### src/rtl/instruction_fetch_unit_pkg.sv
`default_nettype none
// ============================================================================
// Module      : instruction_fetch_unit_pkg
// Description : Shared widths, constants and helpers for the fetch stage.
//               The opcode constants are also used by the decode stage.
// Revision    : 1.0 - initial release
// ============================================================================
package instruction_fetch_unit_pkg;

    localparam int WORD_W = 32;
    localparam int JIDX_W = 26;

    localparam logic [WORD_W-1:0] NOP_WORD = 32'h0;

    localparam logic [5:0] OP_J   = 6'b000010;
    localparam logic [5:0] OP_BEQ = 6'b000100;

    // The jump index is already a word address, so it replaces the low bits
    // of PC+1 directly with no shift.
    function automatic logic [WORD_W-1:0] make_jump_addr(
        input logic [WORD_W-1:0] pc_plus1,
        input logic [JIDX_W-1:0] jump_index
    );
        return {pc_plus1[WORD_W-1:JIDX_W], jump_index};
    endfunction

endpackage : instruction_fetch_unit_pkg
`default_nettype wire

### src/rtl/instruction_fetch_unit_if.sv
`default_nettype none
// ============================================================================
// Module      : instruction_fetch_unit_if
// Description : Instruction-memory bus, redirect controls from later stages
//               and the IF/ID register outputs of the fetch unit.
//   master : fetch unit (drives pc_out, ifid_*, fetch_fault)
//   slave  : memory / pipeline side (drives ins_in, stall, flush, redirects)
// Revision    : 1.0 - initial release
// ============================================================================
interface instruction_fetch_unit_if;
    import instruction_fetch_unit_pkg::*;

    // Instruction memory bus
    logic [WORD_W-1:0] pc_out;
    logic [WORD_W-1:0] ins_in;

    // Control from later pipeline stages
    logic              stall;
    logic              flush;
    logic              branch_taken;
    logic [WORD_W-1:0] branch_target;
    logic              jump;
    logic [JIDX_W-1:0] jump_index;

    // IF/ID pipeline register and status
    logic [WORD_W-1:0] ifid_ins;
    logic [WORD_W-1:0] ifid_pc_plus1;
    logic              ifid_valid;
    logic              fetch_fault;

    modport master (
        output pc_out,
        input  ins_in,
        input  stall,
        input  flush,
        input  branch_taken,
        input  branch_target,
        input  jump,
        input  jump_index,
        output ifid_ins,
        output ifid_pc_plus1,
        output ifid_valid,
        output fetch_fault
    );

    modport slave (
        input  pc_out,
        output ins_in,
        output stall,
        output flush,
        output branch_taken,
        output branch_target,
        output jump,
        output jump_index,
        input  ifid_ins,
        input  ifid_pc_plus1,
        input  ifid_valid,
        input  fetch_fault
    );

endinterface : instruction_fetch_unit_if
`default_nettype wire

### src/rtl/instruction_fetch_unit_fetch_next_pc.sv
`default_nettype none
// ============================================================================
// Module      : fetch_next_pc
// Description : Combinational next-PC selector.
//   i_pc            current PC (word address)
//   i_branch_taken  branch resolved taken, i_branch_target its word address
//   i_jump          J-type jump decoded, i_jump_index instruction bits [25:0]
//   i_stall         hold the PC
//   o_next_pc       PC to load at the next edge
//   o_pc_plus1      i_pc + 1 (wraps modulo 2^32)
// Revision    : 1.0 - initial release
// ============================================================================
module fetch_next_pc
    import instruction_fetch_unit_pkg::*;
(
    input  wire logic [WORD_W-1:0] i_pc,
    input  wire logic              i_branch_taken,
    input  wire logic [WORD_W-1:0] i_branch_target,
    input  wire logic              i_jump,
    input  wire logic [JIDX_W-1:0] i_jump_index,
    input  wire logic              i_stall,
    output logic      [WORD_W-1:0] o_next_pc,
    output logic      [WORD_W-1:0] o_pc_plus1
);

    logic [WORD_W-1:0] w_pc_plus1;
    logic [WORD_W-1:0] w_jump_addr;

    assign w_pc_plus1  = i_pc + 32'd1;
    assign w_jump_addr = make_jump_addr(w_pc_plus1, i_jump_index);
    assign o_pc_plus1  = w_pc_plus1;

    // The branch is the older instruction, so it wins over a jump in the
    // same cycle; both redirects override a stall. Flush never moves the PC
    // differently from the normal path, so it is not an input here.
    always_comb begin
        o_next_pc = w_pc_plus1;
        if (i_branch_taken) begin
            o_next_pc = i_branch_target;
        end else if (i_jump) begin
            o_next_pc = w_jump_addr;
        end else if (i_stall) begin
            o_next_pc = i_pc;
        end
    end

endmodule : fetch_next_pc
`default_nettype wire

### src/rtl/instruction_fetch_unit.sv
`default_nettype none
// ============================================================================
// Module      : instruction_fetch_unit
// Description : Fetch stage. Owns the PC, presents it to instruction memory,
//               captures the returned word into the IF/ID register and
//               applies stall, flush and branch/jump redirects.
//   clk  : sole clock, rising edge
//   rst  : synchronous active-high reset
//   bus  : instruction_fetch_unit_if.master - memory bus, pipeline controls,
//          IF/ID outputs and sticky fetch_fault
// Parameters:
//   RESET_PC  : word address loaded into the PC on reset
//   MEM_DEPTH : number of words in instruction memory (valid 0..MEM_DEPTH-1)
// Revision    : 1.0 - initial release
// ============================================================================
module instruction_fetch_unit
    import instruction_fetch_unit_pkg::*;
#(
    parameter logic [31:0] RESET_PC  = 32'd0,
    parameter int          MEM_DEPTH = 10240
) (
    input  wire logic                clk,
    input  wire logic                rst,
    instruction_fetch_unit_if.master bus
);

    // One extra bit so a depth of 2^32 would still compare correctly.
    localparam logic [WORD_W:0] c_mem_depth = (WORD_W+1)'(MEM_DEPTH);

    logic [WORD_W-1:0] pc_q,            pc_d;
    logic [WORD_W-1:0] ifid_ins_q,      ifid_ins_d;
    logic [WORD_W-1:0] ifid_pc_plus1_q, ifid_pc_plus1_d;
    logic              ifid_valid_q,    ifid_valid_d;
    logic              fetch_fault_q,   fetch_fault_d;

    logic [WORD_W-1:0] w_pc_plus1;
    logic              w_in_range;
    logic [WORD_W-1:0] w_fetch_word;

    fetch_next_pc u_fetch_next_pc (
        .i_pc            (pc_q),
        .i_branch_taken  (bus.branch_taken),
        .i_branch_target (bus.branch_target),
        .i_jump          (bus.jump),
        .i_jump_index    (bus.jump_index),
        .i_stall         (bus.stall),
        .o_next_pc       (pc_d),
        .o_pc_plus1      (w_pc_plus1)
    );

    assign w_in_range   = ({1'b0, pc_q} < c_mem_depth);
    // Out-of-range reads return whatever the memory drives; never let that
    // reach decode.
    assign w_fetch_word = w_in_range ? bus.ins_in : NOP_WORD;

    always_comb begin
        ifid_ins_d      = ifid_ins_q;
        ifid_pc_plus1_d = ifid_pc_plus1_q;
        ifid_valid_d    = ifid_valid_q;
        fetch_fault_d   = fetch_fault_q;

        if (bus.branch_taken || bus.jump || (!bus.stall && bus.flush)) begin
            // Redirect or flush: the word fetched this cycle is wrong-path.
            ifid_ins_d      = NOP_WORD;
            ifid_pc_plus1_d = '0;
            ifid_valid_d    = 1'b0;
        end else if (!bus.stall) begin
            ifid_ins_d      = w_fetch_word;
            ifid_pc_plus1_d = w_pc_plus1;
            ifid_valid_d    = w_in_range;
            if (!w_in_range) begin
                fetch_fault_d = 1'b1;
            end
        end
    end

    always_ff @(posedge clk) begin
        if (rst) begin
            pc_q            <= RESET_PC;
            ifid_ins_q      <= NOP_WORD;
            ifid_pc_plus1_q <= '0;
            ifid_valid_q    <= 1'b0;
            fetch_fault_q   <= 1'b0;
        end else begin
            pc_q            <= pc_d;
            ifid_ins_q      <= ifid_ins_d;
            ifid_pc_plus1_q <= ifid_pc_plus1_d;
            ifid_valid_q    <= ifid_valid_d;
            fetch_fault_q   <= fetch_fault_d;
        end
    end

    assign bus.pc_out        = pc_q;
    assign bus.ifid_ins      = ifid_ins_q;
    assign bus.ifid_pc_plus1 = ifid_pc_plus1_q;
    assign bus.ifid_valid    = ifid_valid_q;
    assign bus.fetch_fault   = fetch_fault_q;

endmodule : instruction_fetch_unit
`default_nettype wire

### src/flat_wrapper.sv
// flat-port wrapper written by rule: the top's interface ports become plain ports
module instruction_fetch_unit_flat import instruction_fetch_unit_pkg::*;
#(
    parameter logic [31:0] RESET_PC  = 32'd0,
    parameter int          MEM_DEPTH = 10240
)
  (clk, rst, bus_pc_out, bus_ins_in, bus_stall, bus_flush, bus_branch_taken, bus_branch_target, bus_jump, bus_jump_index, bus_ifid_ins, bus_ifid_pc_plus1, bus_ifid_valid, bus_fetch_fault);
  instruction_fetch_unit_if bus_i ();
  input  wire logic clk;
  input  wire logic rst;
  output wire logic [$bits(bus_i.pc_out)-1:0] bus_pc_out;
  input wire logic [$bits(bus_i.ins_in)-1:0] bus_ins_in;
  input wire logic [$bits(bus_i.stall)-1:0] bus_stall;
  input wire logic [$bits(bus_i.flush)-1:0] bus_flush;
  input wire logic [$bits(bus_i.branch_taken)-1:0] bus_branch_taken;
  input wire logic [$bits(bus_i.branch_target)-1:0] bus_branch_target;
  input wire logic [$bits(bus_i.jump)-1:0] bus_jump;
  input wire logic [$bits(bus_i.jump_index)-1:0] bus_jump_index;
  output wire logic [$bits(bus_i.ifid_ins)-1:0] bus_ifid_ins;
  output wire logic [$bits(bus_i.ifid_pc_plus1)-1:0] bus_ifid_pc_plus1;
  output wire logic [$bits(bus_i.ifid_valid)-1:0] bus_ifid_valid;
  output wire logic [$bits(bus_i.fetch_fault)-1:0] bus_fetch_fault;
  assign bus_pc_out = bus_i.pc_out;
  assign bus_i.ins_in = bus_ins_in;
  assign bus_i.stall = bus_stall;
  assign bus_i.flush = bus_flush;
  assign bus_i.branch_taken = bus_branch_taken;
  assign bus_i.branch_target = bus_branch_target;
  assign bus_i.jump = bus_jump;
  assign bus_i.jump_index = bus_jump_index;
  assign bus_ifid_ins = bus_i.ifid_ins;
  assign bus_ifid_pc_plus1 = bus_i.ifid_pc_plus1;
  assign bus_ifid_valid = bus_i.ifid_valid;
  assign bus_fetch_fault = bus_i.fetch_fault;
  instruction_fetch_unit #(.RESET_PC(RESET_PC), .MEM_DEPTH(MEM_DEPTH)) u_core (.clk(clk), .rst(rst), .bus(bus_i));
endmodule
### config.mk
export PLATFORM = sky130hd
export DESIGN_NAME = instruction_fetch_unit_flat
export DESIGN_NICKNAME = d
export VERILOG_FILES = /design/src/rtl/instruction_fetch_unit_pkg.sv /design/src/rtl/instruction_fetch_unit_if.sv /design/src/rtl/instruction_fetch_unit_fetch_next_pc.sv /design/src/rtl/instruction_fetch_unit.sv /design/src/flat_wrapper.sv
export SDC_FILE = /design/constraint.sdc
export NUM_CORES = 1
export LEC_CHECK = 0
export CAP_MARGIN = 15
export CORE_MARGIN = 3
export CORE_UTILIZATION = 48
export DETAILED_ROUTE_END_ITERATION = 8
export PLACE_DENSITY = 0.92
export SYNTH_ARGS = -nofsm -noshare
export SYNTH_HDL_FRONTEND = slang
export SYNTH_SLANG_ARGS = --single-unit
### constraint.sdc
create_clock -name clk -period 4.5 [get_ports clk]
set_input_delay 1.125 -clock clk [delete_from_list [all_inputs] [get_ports clk]]
set_output_delay 1.125 -clock clk [all_outputs]
set_load 0.03 [all_outputs]
## Word-level counts from Yosys, hierarchy flattened

Index checks and enable logic that the tools add are counted.
Widths: inputs -> output; s select.

- Input port bits: 96
- Register bits after elaboration: 98
- Output and inout bits: 98

- Equality and inequality tests: 1
- Order comparisons: 1
- Bitwise logic cells: 3
- Add/subtract/negate cells: 1
- Reduce and logical (&&, ||, !) cells: 6
- Multiplexer cells: 4

Operators with widths:

| kind | count |
|---|---|
| $mux 32 | 4 |
| $add 32x1->32 const B | 1 |
| $lt 32x14->1 const B | 1 |
| $ne 3x1->1 const B | 1 |
| $not 1->1 | 3 |
| $reduce_and 3->1 | 1 |
| $logic_or 1x1->1 | 2 |
| $reduce_or 2->1 | 1 |
| $logic_and 1x1->1 | 1 |
| $logic_not 1->1 | 1 |

## Longest topological paths before layout

Gate-level depths: netlist of the first run.

- Depth after elaboration: 5
- Mapped depth: 7

## Modules after synthesis

A second synthesis of the first run with hierarchy kept.

- Cell total of the unflattened synthesis: 659
- Area, all modules: 5373.9 um^2

By module, submodules not included:

| module | cells an instance | area an instance (um^2) | times used |
|---|---|---|---|
| instruction_fetch_unit | 378 | 3689.8 | 1 |
| fetch_next_pc | 281 | 1684.1 | 1 |

## Worst setup path before layout of the first run

Ideal clock, no wire load.

- Path kind: input to register
- Start: in bus_branch_taken
- End: reg u_core.ifid_ins_q[14], in the netlist u_core.bus.ifid_ins[14]
- Required time: 4.429 ns
- Setup time: 0.071 ns
- Path buffers: 3
- Setup slack: 2.153 ns
- Stages: 7
- Arrival time: 2.275 ns
- Path through: or2_2 clkbuf_1 a21oi_1 nand2_1 buf_4 clkbuf_1 a21oi_2

- Cells in the longest elaborated chain, start to end: 3

RTL lines:

| item | RTL line | RTL |
|---|---|---|
| start, declared | flat_wrapper.sv:15 | `input wire logic [$bits(bus_i.branch_taken)-1:0] bus_branch_taken;` |
| $logic_or 1x1->1 (2 in series) | instruction_fetch_unit.sv:62 | `if (bus.branch_taken \|\| bus.jump \|\| (!bus.stall && bus.flush)) begin` |
| $reduce_or 2->1 (no source line) | -- |  |
| end signal, assigned | instruction_fetch_unit.sv:86 | `ifid_ins_q <= ifid_ins_d;` |
| end, declared | instruction_fetch_unit.sv:31 | `logic [WORD_W-1:0] ifid_ins_q, ifid_ins_d;` |

Every way passes these cells.
A chain may end at the register's enable or synchronous reset.

## Worst setup path in the final report of the first run

- Start: in bus_branch_taken
- End: reg u_core.pc_q[21], in the netlist u_core.bus.pc_out[21]

- Cells in the longest elaborated chain, start to end: 1

RTL lines:

| item | RTL line | RTL |
|---|---|---|
| $ne 3x1->1 (no source line) / $mux 32 (equally long branches) | -- |  |
| end signal, assigned | instruction_fetch_unit.sv:85 | `pc_q <= pc_d;` |
| end, declared | instruction_fetch_unit.sv:30 | `logic [WORD_W-1:0] pc_q, pc_d;` |

Several ways; a longest one is shown, not always the timed one.

==> results.toml, run 1 <==
[yosys]
ys_ff_latch = 98
synth_area_leaders = "dfxtp_1, nand2_1, a21oi_2"
synthFlopType = "dfxtp_1"
synthArstFlopShare = 0
synth_edf_count = 0
yosys.cell_types.count = 68
ys_seq_area_frac = 0.386
yosys_warnings = 0
synth_area_um2 = 5080
yosysTopAreaCell = "dfxtp_1"
yosysTopAreaCellShare = 0.386
synth_nets = 722
synth_area_per_cell_um2 = 8.13
syn-instance-count = 625

[clock_tree]
clock_path_buffers = 2
clkSinkCount = 98
cts_hold_buf = 0
clk_latency_ps = 390
clk_pin_slew_worst_paths_ps = 100
cts_setup_buffers = 0
htreeDepth = 3
cts-root-buf = "clkbuf_8"
cts_made_buffers = 9
cts_tree = "done"
cts_repair_resize_count = 0

[power_and_ir_drop]
max-vdd-ir-drop_mv = 0.139
netSwitchingFraction = 0.285
clkPwrFrac = 0.339
cellPowerDensity_nw_per_um2 = 275
seq_power_share = 0.475
switchingPower_w = 0.000566
leakage_nw = 2.39
p_int_w = 0.00142
combPwrFrac = 0.186
total_power_w = 0.00199

[floorplan]
core_area_um2 = 10000
die_x_um = 109
std_cell_rows = 36
chipHeight_um = 109
initial_core_util = 0.506
die-area_um2 = 11900
io_pins = 194

[sta]
finalCritPeriodShare = 0.777
finalSetupViolCount = 0
fin_skew_ps = 19.0
clock.fmax_mhz = 286
rsz0062_at_grt = "no"
finalMaxSlewViolations = 0
worst_pin_slew_ps = 1000
period_minus_slack_ps = 3500
tns_ps = 0
hold_viol = 0
relSlewSlack = 0.331

[layout]
utilization = 0.719
fin_area_um2 = 7220
drive_gt1_frac = 0.0972
areaGrowthSynthToFinish_pct = 42.1
nets = 884
diodes = 0

[drt]
first_iter_violations = 512
num_vias = 5445
wl_um = 16900
wire_per_inst_um = 18.2
ant_nets = 0
vias_per_cell = 5.89
first_pass_iters = 6
drc = 0

[placement]
post-dp-hpwl_um = 12600
placed_area_um2 = 6990
gp_congestion = 0.987
port_buffers = 193

[global_route]
grt_pass1_vias = 5347
grt_start_max_net_pins = 84
grt-ovfl-total = 0
grt_pass1_wl_um = 27300
grt_usage = 0.290
antenna_found_initial = 0

[worst_setup_path]
cp-start-kind = "input pin"
arrival_ps = 3790
worstPathMaxFanout = 18
critPathKind = "input pin to flop"
critical_path_required_ps = 4790
end_kind = "flop"

[flow_run]
maxCapViolCount = 0

[status]
status = "completed"

[hold_path]
hold_class = "flop to flop"
## worst paths after layout
kind / slack, ps / depth (start not counted) / to / startpoint
max: 1000 / 6 / u_core.bus.pc_out[21] / bus_branch_taken
min: 470 / 2 / u_core.bus.ifid_pc_plus1[11] / u_core.bus.ifid_pc_plus1[11]
max reg2reg: 2210 / 5 / u_core.bus.pc_out[21] / u_core.bus.pc_out[7]
min reg2reg: 470 / 2 / u_core.bus.ifid_pc_plus1[11] / u_core.bus.ifid_pc_plus1[11]
## flip-flops by register name, summed over array words and instances (netlist names)
name	count
u_core.bus.ifid_ins	32
u_core.bus.ifid_pc_plus1	32
u_core.bus.pc_out	32
u_core.bus.fetch_fault	1
u_core.bus.ifid_valid	1
## per-stage QoR
stage	std cells	hold WS [ps]	setup WS, ps
6_report	925	467	1000
5_1_grt	925	488	827
4_1_cts	925	470	1070
3_5_place_dp	909	457	679
3_3_place_gp	909	450	808
2_1_floorplan	625	570	2150
## kinds of logic after synthesis
family,Yosys count,synth area share
and+or+nand+nor,270,0.267
AOI/OAI and AO/OA,151,0.209
DFF,98,0.386
buffers and inverters,64,0.0633
xor gates and xnor gates,36,0.0620
muxes,5,0.0103
adders and majority gates,1,0.00246
## critical path, stage by stage
cell             delay (ps)
clkdlybuf4s50_1         720
nor2_1                  660
nand2_1                 420
nand4_1                 220
mux2_1                  360
o32ai_2                 280
## synth_stat cells, drive strengths merged (3+ instances only)
| cell type | number |
|---|---|
| or3 | 3 |
| mux2i | 3 |
| buf | 19 |
| clkbuf | 32 |
| inv | 12 |
| xor2 | 16 |
| nand3 | 51 |
| and4 | 7 |
| nand2b | 3 |
| nor4 | 11 |
| a22oi | 3 |
| xnor2 | 20 |
| nand4 | 18 |
| o21ai | 15 |
| a21oi | 69 |
| nor3b | 3 |
| a21o | 4 |
| dfxtp | 98 |
| nand2 | 84 |
| a311oi | 4 |
| o22ai | 8 |
| a211oi | 25 |
| nor3 | 13 |
| and3 | 9 |
| and2 | 4 |
| nor2 | 55 |
| nor2b | 3 |
## cell usage in the layout (no fill, tap or decap), types with 2 or more instances in the layout
master           count
nor3b_1              3
nor4_1               8
bufinv_16            2
a21oi_1             40
mux2i_1              3
nand4_2              2
nand2b_1             3
clkbuf_8            11
o221ai_1             2
o21a_1               2
nor2_1              54
nand3_1             50
clkdlybuf4s50_1    192
and4_1               5
a22o_1               2
nor3_1              11
a22oi_1              3
o22ai_1              8
nand4_1             16
or3_1                3
nand2_1             83
o21ai_0             15
a21oi_2             29
a211oi_1            25
buf_4                8
nor4_2               2
and2_1               3
a31o_2               2
nor3_2               2
nand4b_1             2
and3_1               9
xnor2_1             20
o31ai_1              2
a311oi_1             4
inv_1               11
nor2b_1              3
a21o_1               3
dfxtp_1             98
a221oi_1             2
xor2_1              16
## per-layer routing
| metal | track usage | up-vias | share of wire |
|---|---|---|---|
| li1 | - | 2549 | - |
| met1 | 0.387 | 2561 | 0.42 |
| met2 | 0.460 | 290 | 0.46 |
| met3 | 0.0497 | 45 | 0.089 |
| met4 | 0.124 | 0 | 0.031 |
| met5 | 0 | - | 0 |
## cell type report
cell class | instances | area (µm²)
fillers | 762 | 2820
inverters | 13 | 48.8
repair buffers | 202 | 2010
flip-flops and latches | 98 | 1960
well taps | 133 | 166
multi-input cells | 463 | 2800
clock inverters | 5 | 85.1
clock buffers | 11 | 151
## power groups by stage
stage | sequential, W | combinational [W] | clock [W]
after floorplan | 0.000992 | 0.000154 | 0
after global placement | 0.000960 | 0.000359 | 0
after detailed placement | 0.000961 | 0.000365 | 0
after CTS | 0.000942 | 0.000367 | 0.000671
after global routing | 0.000949 | 0.000395 | 0.000706
final | 0.000944 | 0.000369 | 0.000673
Power figures use the tool's default switching activity.
==> run 2, diff against run 1 <==
Settings changed: CORE_UTILIZATION 48 to 40, PLACE_DENSITY 0.92 to 0.83.
Clock period 4.5 ns to 3.2 ns, I/O delays scaled along.
==> results.toml, run 2 (synthesis gave the netlist of run 1 again) <==
[status]
status = "completed"

[placement]
dp_slack_ps = 452
placed_area_um2 = 7080
gp_congestion = 0.921
post-dp-hpwl_um = 13000
port_buffers = 193

[clock_tree]
clk_latency_ps = 350
clock_path_buffers = 2
clk_pin_slew_worst_paths_ps = 70
cts_hold_buf = 0
clkSinkCount = 98
cts_repair_resize_count = 0
cts_setup_buffers = 0
cts-root-buf = "clkbuf_16"
cts_tree = "done"
htreeDepth = 3
cts_made_buffers = 9

[worst_setup_path]
cp-start-kind = "flop"
regToRegSetupSlack_ps = 960
slowest_delay_ps = 780
critical_path_required_ps = 2400
worstPathMaxFanout = 10
critPathKind = "flop to output pin"
crit_chain = "clkdlybuf4s50_1"
arrival_ps = 1710
critical_path.top_delay_family = "buffers and inverters"
critPathBufInv = 1
end_kind = "output pin"
slowest_stage = "clkdlybuf4s50_1"

[global_route]
grt_pass1_vias = 5013
grt_pass1_wl_um = 27300
antenna_found_initial = 0
grt-ovfl-total = 0
grt_start_max_net_pins = 43
grt_usage = 0.240

[drt]
drc = 0
wl_um = 17300
ant_nets = 0
first_iter_violations = 720
num_vias = 5324
wire_per_inst_um = 17.9
first_pass_iters = 5
vias_per_cell = 5.50

[sta]
period_minus_slack_ps = 2510
worst_pin_slew_ps = 510
finalSetupViolCount = 0
clock.fmax_mhz = 399
tns_ps = 0
fin_skew_ps = 7.68
rsz0062_at_grt = "no"
finalMaxSlewViolations = 0
hold_viol = 0
finalCritPeriodShare = 0.784
relSlewSlack = 0.657
setup_ws_ps = 691

[power_and_ir_drop]
total_power_w = 0.00291
cellPowerDensity_nw_per_um2 = 396
max-vdd-ir-drop_mv = 0.250
leakage_nw = 2.43

[floorplan]
die-area_um2 = 14100
core_area_um2 = 12200
io_pins = 194
chipHeight_um = 119
initial_core_util = 0.416
die_x_um = 119
std_cell_rows = 40

[flow_run]
maxCapViolCount = 0

[layout]
nets = 892
areaGrowthSynthToFinish_pct = 44.9
drive_gt1_frac = 0.106
diodes = 0
final_common_cell = "clkdlybuf4s50_1"
utilization = 0.603
layout.cells.most_common_list = "clkdlybuf4s50_1, dfxtp_1, nand2_1, nor2_1, nand3_1"
fin_area_um2 = 7360

[hold_path]
hold_class = "flop to flop"
[run 2: worst paths after layout]
kind / start / to / cells after the start
worst max-delay path: u_core.bus.pc_out[26] / bus_pc_out[26] / 1
worst min-delay path: u_core.bus.ifid_pc_plus1[9] / u_core.bus.ifid_pc_plus1[9] / 2
worst max register to register: u_core.bus.pc_out[4] / u_core.bus.pc_out[21] / 5
worst min register to register: u_core.bus.ifid_pc_plus1[9] / u_core.bus.ifid_pc_plus1[9] / 2
[run 2: layout make-up]
cell class | count | area (µm²)
Fill cell | 1081 | 4850
Multi-Input combinational cell | 463 | 2800
Timing Repair Buffer | 210 | 2050
Sequential cell | 98 | 1960
Clock buffer | 9 | 225
Tap cell | 168 | 210
Clock inverter | 7 | 60.1
Inverter | 13 | 48.8
[run 2: routing by layer]
| metal | vias up | GRT usage | wire, µm |
|---|---|---|---|
| met5 | - | 0 | 0 |
| met4 | 0 | 0.0883 | 470 |
| li1 | 2570 | - | - |
| met3 | 36 | 0.0431 | 1500 |
| met2 | 265 | 0.369 | 7900 |
| met1 | 2453 | 0.335 | 7450 |
[run 2: power by group]
group | switching, W | internal, W | total, W | leakage [nW]
Clock | 0.000517 | 0.000543 | 0.00106 | 0.136
Sequential | 0.0000689 | 0.00126 | 0.00132 | 0.798
Combinational | 0.000273 | 0.000256 | 0.000530 | 1.50
[run 2: per-stage QoR]
stage / hold WS (ps) / instances
floorplan: 570 / 625
finish: 461 / 968
detailed placement: 448 / 952
CTS: 459 / 968
global placement: 448 / 952
global route: 469 / 968
